==> src/rtl/conv_recv_if.sv <==
// conv_recv_if -- lane-byte / assembled-word bus for the PHY receive width converter.
//  in_data   : lane byte (driven by the lane side)
//  in_valid  : in_data valid this cycle
//  out       : assembled word, right-aligned for 16b/8b widths
//  out_valid : one-cycle pulse, out holds a complete word
//  err       : one-cycle pulse, partial word discarded or reserved-width byte
// master = lane side / consumer of words, slave = the converter.
interface conv_recv_if #(
   parameter int LANE_W = 8,
   parameter int WORD_W = 32
);
   logic [LANE_W-1:0] in_data;
   logic              in_valid;
   logic [WORD_W-1:0] out;
   logic              out_valid;
   logic              err;

   modport master (
      output in_data, in_valid,
      input  out, out_valid, err
   );

   modport slave (
      input  in_data, in_valid,
      output out, out_valid, err
   );
endinterface

==> src/rtl/conv_recv.sv <==
// conv_recv -- receive side of the PHY width converter.
// Gathers 8-bit lane bytes into 32/16/8-bit words selected by PCLK. The first
// byte on the lane lands in the most-significant byte of the word.
// Ports:
//  CLK    : clock, rising edge
//  RESET  : synchronous active-high reset, overrides everything
//  ENB    : block enable; dropping it flushes any partial word
//  PCLK   : width select 00=32b, 01=16b, 10=8b, 11=reserved
//  bus    : conv_recv_if.slave (in_data/in_valid in, out/out_valid/err out)
module conv_recv #(
   parameter int LANE_W = 8,
   parameter int WORD_W = 32
) (
   input  logic       CLK,
   input  logic       RESET,
   input  logic       ENB,
   input  logic [1:0] PCLK,
   conv_recv_if.slave bus
);

   typedef enum logic {IDLE, COLLECT} state_t;

   state_t            state, state_n;
   logic [2:0]        byte_cnt, byte_cnt_n;
   logic [WORD_W-1:0] shift_reg, shift_reg_n;
   logic [1:0]        word_pclk, word_pclk_n;   // width the current partial word was started under
   logic [WORD_W-1:0] out_q, out_n;
   logic              vld_q, vld_n;
   logic              err_q, err_n;

   // bytes needed for a word at a given width; 0 marks the reserved code
   function automatic logic [2:0] target(input logic [1:0] p);
      case (p)
         2'b00:   target = 3'd4;
         2'b01:   target = 3'd2;
         2'b10:   target = 3'd1;
         default: target = 3'd0;
      endcase
   endfunction

   // keeps only the low N bytes, so stale bytes from earlier words never leak out
   function automatic logic [WORD_W-1:0] word_mask(input logic [2:0] n);
      case (n)
         3'd4:    word_mask = 32'hFFFF_FFFF;
         3'd2:    word_mask = 32'h0000_FFFF;
         3'd1:    word_mask = 32'h0000_00FF;
         default: word_mask = 32'h0000_0000;
      endcase
   endfunction

   logic [2:0]        tgt;
   logic              restart;
   logic [2:0]        cnt_inc;
   logic [WORD_W-1:0] acc;

   always_ff @(posedge CLK) begin
      if (RESET) begin
         state     <= IDLE;
         byte_cnt  <= 3'd0;
         shift_reg <= '0;
         word_pclk <= 2'b00;
         out_q     <= '0;
         vld_q     <= 1'b0;
         err_q     <= 1'b0;
      end else begin
         state     <= state_n;
         byte_cnt  <= byte_cnt_n;
         shift_reg <= shift_reg_n;
         word_pclk <= word_pclk_n;
         out_q     <= out_n;
         vld_q     <= vld_n;
         err_q     <= err_n;
      end
   end

   always_comb begin
      state_n     = state;
      byte_cnt_n  = byte_cnt;
      shift_reg_n = shift_reg;
      word_pclk_n = word_pclk;
      out_n       = out_q;
      vld_n       = 1'b0;
      err_n       = 1'b0;
      tgt         = target(PCLK);
      // a width change mid-word abandons the partial word; this byte starts a new one
      restart     = (byte_cnt != 3'd0) && (PCLK != word_pclk);
      cnt_inc     = (restart ? 3'd0 : byte_cnt) + 3'd1;
      acc         = restart ? {{(WORD_W-LANE_W){1'b0}}, bus.in_data}
                            : {shift_reg[WORD_W-LANE_W-1:0], bus.in_data};

      case (state)
         IDLE: begin
            // the enabling cycle itself never accepts a byte
            byte_cnt_n = 3'd0;
            if (ENB) state_n = COLLECT;
         end
         COLLECT: begin
            if (!ENB) begin
               state_n     = IDLE;
               err_n       = (byte_cnt != 3'd0);
               byte_cnt_n  = 3'd0;
               shift_reg_n = '0;
            end else if (bus.in_valid) begin
               if (tgt == 3'd0) begin
                  err_n       = 1'b1;
                  byte_cnt_n  = 3'd0;
                  shift_reg_n = '0;
               end else begin
                  err_n       = restart;
                  word_pclk_n = PCLK;
                  shift_reg_n = acc;
                  if (cnt_inc == tgt) begin
                     out_n      = acc & word_mask(tgt);
                     vld_n      = 1'b1;
                     byte_cnt_n = 3'd0;
                  end else begin
                     byte_cnt_n = cnt_inc;
                  end
               end
            end
         end
         default: state_n = IDLE;
      endcase
   end

   assign bus.out       = out_q;
   assign bus.out_valid = vld_q;
   assign bus.err       = err_q;

endmodule

==> src/flat_wrapper.sv <==
// flat-port wrapper written by rule: the top's interface ports become plain ports
module conv_recv_flat 
#(
   parameter int LANE_W = 8,
   parameter int WORD_W = 32
)
  (CLK, RESET, ENB, PCLK, bus_in_data, bus_in_valid, bus_out, bus_out_valid, bus_err);
  conv_recv_if #(.LANE_W(LANE_W), .WORD_W(WORD_W)) bus_i ();
  input  logic CLK;
  input  logic RESET;
  input  logic ENB;
  input  logic [1:0] PCLK;
  input wire logic [$bits(bus_i.in_data)-1:0] bus_in_data;
  input wire logic [$bits(bus_i.in_valid)-1:0] bus_in_valid;
  output wire logic [$bits(bus_i.out)-1:0] bus_out;
  output wire logic [$bits(bus_i.out_valid)-1:0] bus_out_valid;
  output wire logic [$bits(bus_i.err)-1:0] bus_err;
  assign bus_i.in_data = bus_in_data;
  assign bus_i.in_valid = bus_in_valid;
  assign bus_out = bus_i.out;
  assign bus_out_valid = bus_i.out_valid;
  assign bus_err = bus_i.err;
  conv_recv #(.LANE_W(LANE_W), .WORD_W(WORD_W)) u_core (.CLK(CLK), .RESET(RESET), .ENB(ENB), .PCLK(PCLK), .bus(bus_i));
endmodule
==> config.mk <==
export PLATFORM = sky130hd
export DESIGN_NAME = conv_recv_flat
export DESIGN_NICKNAME = d
export VERILOG_FILES = /design/src/rtl/conv_recv_if.sv /design/src/rtl/conv_recv.sv /design/src/flat_wrapper.sv
export SDC_FILE = /design/constraint.sdc
export NUM_CORES = 1
export LEC_CHECK = 0
export CORE_MARGIN = 4
export CORE_UTILIZATION = 39
export DETAILED_ROUTE_END_ITERATION = 8
export PLACE_DENSITY = 0.59
export SLEW_MARGIN = 15
export SYNTH_ARGS = -nofsm -noshare
export SYNTH_HDL_FRONTEND = slang
export SYNTH_SLANG_ARGS = --single-unit
==> constraint.sdc <==
create_clock -name CLK -period 3.15 [get_ports CLK]
set_input_delay 0.315 -clock CLK [delete_from_list [all_inputs] [get_ports CLK]]
set_output_delay 0.315 -clock CLK [all_outputs]
set_load 0.02 [all_outputs]
* Yosys cells after proc, flatten, opt, wreduce, memory -nomap -nowiden
Index checks and enable logic that the tools add are counted.
** Storage, ports and cells
- Register bits after elaboration :: 64
- Input bits :: 14
- Output and inout port bits :: 34
- Word-level logic and storage cells :: 53
** Operators by class
- Add/sub/neg operators :: 1
- Equality and inequality tests :: 9
- Multiplexer cells :: 22
- Bitwise operators :: 5
- Reduce and logical (&&, ||, !) cells :: 9
** Operators with widths (number)
- 2-to-1 mux 32 bit :: 6
- one-hot mux 32 bit (3 select lines) :: 1
- 2-to-1 mux 24 bit :: 3
- bitwise AND 32 bit :: 1
- 2-to-1 mux 3 bit :: 5
- one-hot mux 3 bit (3 select lines) :: 1
- one-hot mux 3 bit (2 select lines) :: 1
- 2-to-1 mux 1 bit :: 5
- AND reduction 5 bit :: 1
- OR reduction 5 bit :: 1
- NOT 1 bit :: 4
- AND reduction 4 bit :: 1
- adder 3 x 1 -> 3 bit (second input constant) :: 1
- == test 3 x 1 -> 1 bit (second input constant) :: 1
- == test 3 x 2 -> 1 bit (second input constant) :: 1
- == test 3 bit :: 1
- == test 3 bit (second input constant) :: 1
- logical NOT 3 bit :: 1
- inequality test 3 bit (second input constant) :: 1
- nonzero test 3 bit :: 1
- == test 2 x 1 -> 1 bit (second input constant) :: 1
- == test 2 bit (second input constant) :: 1
- logical NOT 2 bit :: 1
- inequality test 2 x 1 -> 1 bit (second input constant) :: 1
- 4 further kinds :: 4

* Logic depth before layout (Yosys ltp)
Gate-level depths: netlist of run 1.
- Depth in word-level cells :: 11
- Mapped depth :: 11
- Mapped depth without buffers :: 8

* Worst setup path before layout of run 1
Ideal clock, no wire load.
- Kind :: register to register
- From :: reg u_core.word_pclk[0]
- To :: reg u_core.out_q[5] (netlist: u_core.bus.out[5])
- Data arrival time :: 2.379 ns
- Data required time :: 3.027 ns
- Path slack :: 0.647 ns
- Stages on the path, launching flop included :: 11
- Cells stage by stage :: dfxtp_1 > buf_2 > xnor2_1 > and3_1 > ha_1 > or4_4 > o211ai_2 > o22ai_1 > nor3_2 > buf_6 > mux2_1
** Between the ends
- Longest elaborated chain between the ends :: 6
** Ends and longest elaborated chain
- from (decl) :: line conv_recv.sv:26 : logic [1:0] word_pclk, word_pclk_n;
- from (signal assigned) :: line conv_recv.sv:69 : word_pclk <= word_pclk_n;
- inequality test 2 bit :: line conv_recv.sv:86 : restart = (byte_cnt != 3'd0) && (PCLK != word_pclk);
- logical AND 1 bit :: line conv_recv.sv:86
- 2-to-1 mux 3 bit :: line conv_recv.sv:87 : cnt_inc = (restart ? 3'd0 : byte_cnt) + 3'd1;
- adder 3 x 1 -> 3 bit :: line conv_recv.sv:87
- == test 3 bit :: line conv_recv.sv:112 : if (cnt_inc == tgt) begin
- AND reduction 5 bit (no line)
- to (signal assigned) :: line conv_recv.sv:70 : out_q <= out_n;
- to (decl) :: line conv_recv.sv:27 : logic [WORD_W-1:0] out_q, out_n;
Every way passes these cells.
A chain may end at the register's enable or synchronous reset.

* Final worst setup path of run 1
- From :: reg u_core.word_pclk[1]
- To :: reg u_core.out_q[12] (netlist: u_core.bus.out[12])
** Between the ends
- Longest elaborated chain between the ends :: 6
- Elaborated cells between the ends (all ways) :: 8
- Classes of those cells :: add/sub: 1; eq/ne: 2; mux: 2; bitwise: 1; reduce/logical: 2
** Ends and longest elaborated chain (line)
- inequality test 2 bit * :: conv_recv.sv:86
- logical AND 1 bit * :: conv_recv.sv:86
- 2-to-1 mux 3 bit :: conv_recv.sv:87
- adder 3 x 1 -> 3 bit :: conv_recv.sv:87
- == test 3 bit :: conv_recv.sv:112
- AND reduction 5 bit (no line)
Every way passes the cells marked *; elsewhere a longest branch is shown, timed or not.

==> results of run 1 <==
-- through the flow --
stage,util (%),hold WS (ns),cell area [um^2],power [W]
after floorplan,-,0.4385,2704,0.0008937
after global placement,47.85,0.4524,3233,0.0009342
after detailed placement,47.85,0.4594,3233,0.0009352
after CTS,51.59,0.4667,3486,0.001821
after global routing,51.59,0.4953,3486,0.001862
final,51.59,0.4656,3486,0.001802
-- layer usage --
metal / GRT usage [%] / wire, um
met1: 21.08 / 3269
met3: 3.563 / 248
met2: 23.36 / 2810
met5: 0 / 0
met4: 6.910 / 103
-- cell families after synthesis --
logic type	after synthesis
XOR/XNOR	2
adder cells (fa/ha/maj)	1
buffers and inverters	24
multiplexers	19
AND/OR/NAND/NOR	111
flip-flops	64
AO/OA/AOI/OAI	68
-- power by group through the flow --
stage                     registers, W  clock network, W   logic, W
after global routing          0.000817          0.000937   0.000108
after detailed placement      0.000835                 0  0.0000998
final                         0.000817          0.000886  0.0000998
after global placement        0.000835                 0  0.0000989
after CTS                     0.000816          0.000904   0.000100
after floorplan               0.000834                 0  0.0000601
-- worst register-to-register path, stage by stage (launching register included) --
cell	delay [ns]
dfxtp_1	0.54
xnor2_1	0.18
and3_1	0.21
ha_1	0.35
or4_4	0.43
o211ai_2	0.08
o22ai_1	0.16
nor3_4	0.23
buf_4	0.25
mux2i_1	0.20
-- layout make-up --
cell class	instances	area [um^2]	share of cell area, %
multi-input cells	201	1300	37.29
flip-flops and latches	64	1281	36.76
clock buffers	10	137.6	3.948
clock inverters	6	115.1	3.302
well taps	80	100.1	2.872
repair buffers	57	540.5	15.51
inverters	3	11.26	0.3230
-- Yosys cell counts, drive strengths merged --
cell type and number:
a2111oi 1, a21o 2, a21oi 12, a22o 6, a22oi 23, a31oi 1
and2 1, and3 4, buf 10, clkbuf 11, dfxtp 64, ha 1
inv 3, mux2 1, mux2i 18, nand2 25, nand2b 19, nand3 2
nand4 8, nand4b 2, nor2 35, nor2b 3, nor3 6, nor3b 2
nor4 2, o211a 1, o211ai 4, o21ai 5, o221a 1, o221ai 1
o22a 1, o22ai 2, o31ai 8, or4 2, xnor2 2
-- final timing paths --
| check | start | end | slack, ns | depth (start not counted) |
|---|---|---|---|---|
| max | u_core.word_pclk[1] | u_core.bus.out[12] | 0.44 | 9 |
| min | u_core.shift_reg[19] | u_core.bus.out[27] | 0.47 | 2 |
| max reg2reg | u_core.word_pclk[1] | u_core.bus.out[12] | 0.44 | 9 |
| min reg2reg | u_core.shift_reg[19] | u_core.bus.out[27] | 0.47 | 2 |
==> metrics.md, run 1 <==
| Metric | Value |
|---|---|
| Num rows | 30 |
| Routed vias | 2,281 |
| Worst-Skew Late Latency | between 0.3 and 0.4 ns |
| Largest family of logic cells by synthesized area | simple AND/OR/NAND/NOR gates |
| Layout cells sized above 1 | 10.26% |
| CP arrival | about 3 ns |
| Core area | between 6000 and 7000 um^2 |
| Horiz. Die Dim | 91.27 um |
| Most common cell after layout, fill and taps aside | dfxtp_1 |
| Diode count | 0 |
| First-pass GRT wire length | 10.32 mm |
| Top-Level Pins | 48 |
| CTS Root Cell | clkbuf_8 |
| Number of global-route vias before repair | roughly 2,100 |
| Die area | 8329 um^2 |
| Slowest cell on crit path | dfxtp_1 |
| Hold WC Path Type | flip-flop to flip-flop |
| Post-Synthesis Cells | between 200 and 300 |
| Syn Nets | 304 |
| Seq/Total Area, Yosys | a little under half |
| Post-synthesis cell area | ~2700 um^2 |
| Wire per inst | 15.28 um |
| Clk pwr share | between 40% and 50% |
| Setup_tns | 0 ns |
| Initial antenna violation count | 0 |
| Sw frac | around 22% |
| Yosys top cell area share | between 40% and 50% |
| Seq pwr share | between 40% and 50% |
| Clock sinks | 64 |
| Synth Area in Adders | less than 1% |
| Multiplexer share of the synthesized area | 7.080% |
| Largest net degree at the start of global routing | 62 |
| Crit path max-delay family | simple AND/OR/NAND/NOR gates |
| DP Wirelength | between 4 and 5 mm |
| Max reg flops | 32 |
| Leakage | 1.178 nW |
| RSZ-0062 raised after global routing | no |
| Number of detailed-route iterations in the first pass | 4 |
| Initial core utilization | between 40% and 50% |
| Max-cap viol count | 0 |
| Critical path endpoint category | flip-flop |
| Worst path max stage delay | approximately 0.54 ns |
| Cells along the critical path | xnor2_1, and3_1, ha_1, or4_4, o211ai_2, o22ai_1, nor3_4, buf_4, mux2i_1 |
| Comb pwr share | roughly 5.5% |
| Clk slew on worst S/H paths | roughly 0.07 ns |
| 1st-iter DRT viols | approximately 140 |
| Worst Skew | roughly 0.014 ns |
| Synth Area in XOR/XNOR | less than 1% |
| Cell count after placement | approximately 410 |
| Global placement routability congestion | 0.8630 |
| Fmax | 369.6 MHz |
| Slew @ Worst Pin | between 1 and 1.5 ns |
| CTS-repair resized insts | 0 |
| P_sw | 0.0003998 W |
| Post-synthesis compound-gate area fraction | approximately a fifth |
| DRT Wirelength | approximately 6.4 mm |
| # DRC | 0 |
| CTS Buffer Depth | 2 |
| Post-synth top area cell | dfxtp_1 |
| Die Height | between 90 and 100 um |
| Total CTS buffers | 9 |
| H-tree depth | 3 |
| CTS Hold Bufs | 0 |
| Setup CP Type | flip-flop to flip-flop |
| Average cell area after synthesis | 9.356 um^2 |
| Pre-CTS setup slack | ~0.22 ns |
| Run status | completed |
| Final slew viol count | 0 |
| Rel. slew slack | 30.61% |
| Final setup margin | ~0.44 ns |
| Crit-path max FO | 11 |
| Post-Synth Simple-Gate Area | 20.68% |
| Final Critical Period | about 2.7 ns |
| Final std cells w/o fill | between 400 and 500 |
| Required @ worst endpoint | 3.42 ns |
| Yosys warnings | 0 |
| Final hold violation count | 0 |
| Fillers | between 600 and 700 |
| Crit path launch type | flip-flop |
| Period utilization | 85.90% |
| CTS tree | done |
| Most frequent cells in the layout | dfxtp_1, clkdlybuf4s50_1, nor2_1, nand2_1, a22oi_1 |
| Distinct cells, synth | 43 |
| GRT Overall Usage | 15.50% |
| Int Pwr | 0.001403 W |
| Power per standard cell area | slightly above 500 nW/um^2 |
| Area added between synthesis and finish | 28.92% |
| Setup Buffers After CTS | 0 |
| Worst VDD drop | between 150 and 200 uV |
| Area contributors post-synth | dfxtp_1, mux2i_1, a22oi_1, nor2_1, nand2b_1 |
| I/O Buffers | 47 |
| Vias per inst | approximately 5.4 |
| Final net count | around 350 |
| DRT antenna net count | 0 |
| Buf+Inv Stages, Crit Path | 1 |
| Total gr overflow | 0 |
| Number of synthesized register bits | 64 |
| Final Setup Violations | 0 |
No activity file was read; power rests on OpenSTA's default activity.
==> run 2, diff against run 1 <==
--- a/constraint.sdc
+++ b/constraint.sdc
@@ -3,2 +3,2 @@
 set_output_delay 0.315 -clock CLK [all_outputs]
-set_load 0.02 [all_outputs]
+set_load 0.01 [all_outputs]
==> results of run 2 <==
Same layout as run 1 (identical final DEF). Status: completed.
